**src/rtl/pipe_skid_buffer.sv**
```systemverilog
// pipe_skid_buffer: two-entry valid/ready skid buffer; transfer counter enabled by PIPE_SKID_BUFFER_XFER_CNT_EN
module pipe_skid_buffer #(
    parameter int WIDTH     = 32,
    parameter int CNT_WIDTH = 16
) (
    input  logic                 i_clk,
    input  logic                 i_rst,
    input  logic                 i_valid,
    output logic                 o_ready,
    input  logic [WIDTH-1:0]     i_data,
    output logic                 o_valid,
    input  logic                 i_ready,
    output logic [WIDTH-1:0]     o_data,
    output logic [1:0]           o_fill,
    output logic [CNT_WIDTH-1:0] o_xfer_cnt
);
    typedef enum logic [1:0] {EMPTY, BUSY, FULL} state_t;
    state_t state_q, state_d;
    logic [WIDTH-1:0] main_q, skid_q;
    logic in_fire, out_fire;
    assign o_valid  = state_q != EMPTY;
    assign o_ready  = state_q != FULL;
    assign o_fill   = state_q == FULL ? 2'd2 : state_q == BUSY ? 2'd1 : 2'd0;
    assign o_data   = main_q;
    assign in_fire  = i_valid & o_ready;
    assign out_fire = o_valid & i_ready;
    // next state from the two handshakes; the skid entry only fills when the consumer stalls
    always_comb begin
        state_d = state_q;
        if (state_q == EMPTY)
            state_d = in_fire ? BUSY : EMPTY;
        else if (state_q == BUSY)
            state_d = (in_fire & ~out_fire) ? FULL : (~in_fire & out_fire) ? EMPTY : BUSY;
        else
            state_d = out_fire ? BUSY : FULL;
    end
    // state register
    always_ff @(posedge i_clk) begin
        if (i_rst) state_q <= EMPTY;
        else       state_q <= state_d;
    end
    // main_q takes a new beat when it is free or being drained, otherwise refills from skid_q
    always_ff @(posedge i_clk) begin
        if (i_rst) begin
            main_q <= '0;
            skid_q <= '0;
        end else begin
            if (in_fire & (~o_valid | out_fire)) main_q <= i_data;
            else if (~o_ready & out_fire)         main_q <= skid_q;
            if (in_fire & o_valid & ~i_ready)     skid_q <= i_data;
        end
    end
`ifdef PIPE_SKID_BUFFER_XFER_CNT_EN
    logic [CNT_WIDTH-1:0] cnt_q;
    assign o_xfer_cnt = cnt_q;
    // free-running count of delivered beats, wraps silently
    always_ff @(posedge i_clk) begin
        if (i_rst)         cnt_q <= '0;
        else if (out_fire) cnt_q <= cnt_q + CNT_WIDTH'(1);
    end
`else
    assign o_xfer_cnt = '0;
`endif
endmodule

```
**config.mk**
```make
export PLATFORM = sky130hd
export DESIGN_NAME = pipe_skid_buffer
export DESIGN_NICKNAME = d
export VERILOG_FILES = /design/src/rtl/pipe_skid_buffer.sv
export SDC_FILE = /design/constraint.sdc
export NUM_CORES = 1
export LEC_CHECK = 0
export ABC_AREA = 0
export ABC_CLOCK_PERIOD_IN_PS = 1900
export BUFFER_PORTS_ARGS = -buffer_cell sky130_fd_sc_hd__buf_4
export CAP_MARGIN = 10
export CORE_MARGIN = 4
export CORE_UTILIZATION = 40
export DETAILED_ROUTE_END_ITERATION = 8
export GPL_TIMING_DRIVEN = 0
export PLACE_DENSITY_LB_ADDON = 0.15
export SYNTH_ARGS = -nofsm -noshare
export SYNTH_HDL_FRONTEND = slang
export SYNTH_SLANG_ARGS = --single-unit
```
**constraint.sdc**
```tcl
create_clock -name i_clk -period 1.9 [get_ports i_clk]
set_input_delay 0.19 -clock i_clk [delete_from_list [all_inputs] [get_ports i_clk]]
set_output_delay 0.19 -clock i_clk [all_outputs]
set_load 0.01 [all_outputs]
```
==> results.sh <==
export IMPL_run_status="finished, final reports clean"
export IMPL_p_int_mw=2.56
export IMPL_cts_repair_resized=0
export IMPL_synth_distinct_cells=23
export IMPL_clk_pin_slew_ps=60
export IMPL_synth_simple_area_share_pct=22.3
export IMPL_post_cts_setup_buffers=0
export IMPL_ant_nets=0
export IMPL_antenna_found_initial=0
export IMPL_track_usage_pct=16.8
export IMPL_drtIter0Drc=89
export IMPL_design_area_um2=3860
export IMPL_synth_xor_area_share_pct=0
export IMPL_cap_violations=0
export IMPL_cp_start_kind="flop"
export IMPL_period_share_pct=84.4
export IMPL_muxShareOfSynthArea_pct=0.682
export IMPL_drc_errors=0
export IMPL_grt_overflow_total=0
export IMPL_synth_top_family_by_area="compound AO/OA/AOI/OAI gates"
export IMPL_arrival_ps=1860
export IMPL_critPathRequiredTime_ps=2160
export IMPL_clockBufferDepth=2
export IMPL_io_buffers=69
export IMPL_clockPowerShare_pct=38.4
export IMPL_die_h_um=93.7
export IMPL_worst_clock_skew_ps=8.81
export IMPL_peakVddDrop_uv=399
export IMPL_synth_seq_cells=66
export IMPL_htreeDepth=3
export IMPL_p_sw_uw=897
export IMPL_tritoncts="built"
export IMPL_combPwrFrac_pct=17.8
export IMPL_syn_inst=355
export IMPL_cp_end_kind="flop"
export IMPL_cts_hold_buf=0
export IMPL_clock_root_buffer="clkbuf_8"
export IMPL_nFillCells=701
export IMPL_drt_vias_per_instance=4.69
export IMPL_fin_nets=486
export IMPL_grt_max_degree=12
export IMPL_criticalPathCategory="flop to flop"
export IMPL_synth_avg_cell_area_um2=8.27
export IMPL_grt_setup_unrepaired="false"
export IMPL_antennaDiodeCount=0
export IMPL_p_leak_nw=1.54
export IMPL_syn_to_final_growth_pct=31.5
export IMPL_syn_area_um2=2940
export IMPL_fin_crit_ps=1600
export IMPL_drv_slew=0
export IMPL_drive_gt1_share_pct=32.1
export IMPL_fp_dieArea_um2=8770
export IMPL_final_cell_mix="nand2_1 (131), buf_4 (89), dfxtp_1 (66)"
export IMPL_hpwl_mm=5.08
export IMPL_die_w_um=93.7
export IMPL_max_slew_margin_rel_pct=49.0
export IMPL_max_freq_ghz=0.623
export IMPL_io_pins=88
export IMPL_synth_compound_area_share_pct=22.9
export IMPL_grt_pass1_wl_mm=11.5
export IMPL_yosysWarnings=0
export IMPL_synthAdderAreaFrac_pct=0
export IMPL_setup_tns_ps=0
export IMPL_cts_sinks=66
export IMPL_seqCellArea_um2=1320
export IMPL_setup_viol=0
export IMPL_p_per_area_nw_per_um2=897
export IMPL_cts_buffers=9
export IMPL_hold_path_class="input pin to flop"
export IMPL_clk_latency_ps=330
export IMPL_crit_fanout=10
export IMPL_netSwitchingFraction_pct=25.9
export IMPL_wirelength_mm=7.07
export IMPL_seqPwrFrac_pct=43.7
export IMPL_vias=2583
export IMPL_worst_pin_slew_ps=766
export IMPL_multiInputGateArea_um2=1410
export IMPL_placed_area_um2=3630
export IMPL_routabilityCongestion=0.745
export IMPL_final_hold_viol_count=0
export IMPL_num_rows=30
export IMPL_wl_per_cell_um=12.8
export IMPL_timing_hold_ws_ps=88.2
export IMPL_grt_pass1_vias=2423
export IMPL_core_um2=6940
export IMPL_yosysSeqAreaShare_pct=45.0
export IMPL_start_util_pct=42.3
export IMPL_first_pass_iters=4
export IMPL_final_common_cell="nand2_1"
## critical path, cell delays in order (launching register included)
cell and delay [ps]:
dfxtp_1 320, buf_6 130, nand2_1 60, nor2_1 300, clkbuf_1 470, nand2_1 120, a21oi_1 130
## final cells by class
type                       instances  area share, %
multi-input combinational        259           36.5
sequential                        66           34.2
timing repair buffer              69           13.4
buffer                            44           6.71
clock buffer                      12           4.02
tap                               96           3.11
clock inverter                     4           1.91
inverter                           1         0.0973
## synthesized netlist by cell type, drive strengths merged
cell | n | area, um2
buf | 31 | 210
nand2 | 131 | 492
nor2b | 2 | 12.5
nor3 | 1 | 5.00
o21a | 1 | 7.51
conb | 1 | 3.75
a21boi | 1 | 18.8
a21bo | 1 | 10.0
nor2 | 35 | 131
or2 | 2 | 15.0
mux2i | 2 | 20.0
inv | 1 | 3.75
a311oi | 32 | 449
dfxtp | 66 | 1320
a21oi | 33 | 165
o21ai | 2 | 21.3
clkbuf | 13 | 48.8
## cell families after synthesis
logic type | Yosys count
AND/OR/NAND/NOR | 171
AO/OA/AOI/OAI | 70
flip-flops | 66
buffers and inverters | 45
multiplexers | 2
other | 1
## layer usage
| layer | up-vias | global-route usage (%) | wire [um] |
|---|---|---|---|
| met5 | - | 0 | 0 |
| met2 | 87 | 27.5 | 3380 |
| met4 | 0 | 3.73 | 25 |
| met3 | 2 | 6.65 | 524 |
| met1 | 1157 | 20.8 | 3140 |
| li1 | 1337 | - | - |
## through the flow
stage	util (%)	std cells	worst slack [ps]	power, mW
floorplan	-	370	489	1.92
global route	55.6	551	44.3	3.65
CTS	55.6	551	285	3.50
detailed placement	52.3	535	291	2.17
global placement	52.3	535	329	2.16
finish	55.6	551	296	3.46
## power by group through the flow
stage                     combinational [mW]  clock [mW]  sequential, mW
after floorplan                        0.350           0            1.57
after global placement                 0.617           0            1.54
after detailed placement               0.623           0            1.54
after CTS                              0.624        1.36            1.51
after global routing                   0.677        1.44            1.52
final                                  0.617        1.33            1.51
## state kept, by name, summed over array words and instances, names as in the netlist
name / cells
skid_q: 32
o_data: 32
state_q: 2
## path summary, 6_finish.rpt
kind                           startpoint                      end  slack [ps]  depth (start not counted)
setup / recovery    state_q[0]$_SDFF_PP0_   skid_q[1]$_SDFFE_PP0P_         300                          6
hold / removal                    i_ready    state_q[1]$_SDFF_PP0_          90                          2
setup reg to reg    state_q[0]$_SDFF_PP0_   skid_q[1]$_SDFFE_PP0P_         300                          6
hold reg to reg   skid_q[15]$_SDFFE_PP0P_  skid_q[15]$_SDFFE_PP0P_         460                          2
No activity file was read; power rests on OpenSTA's default activity.
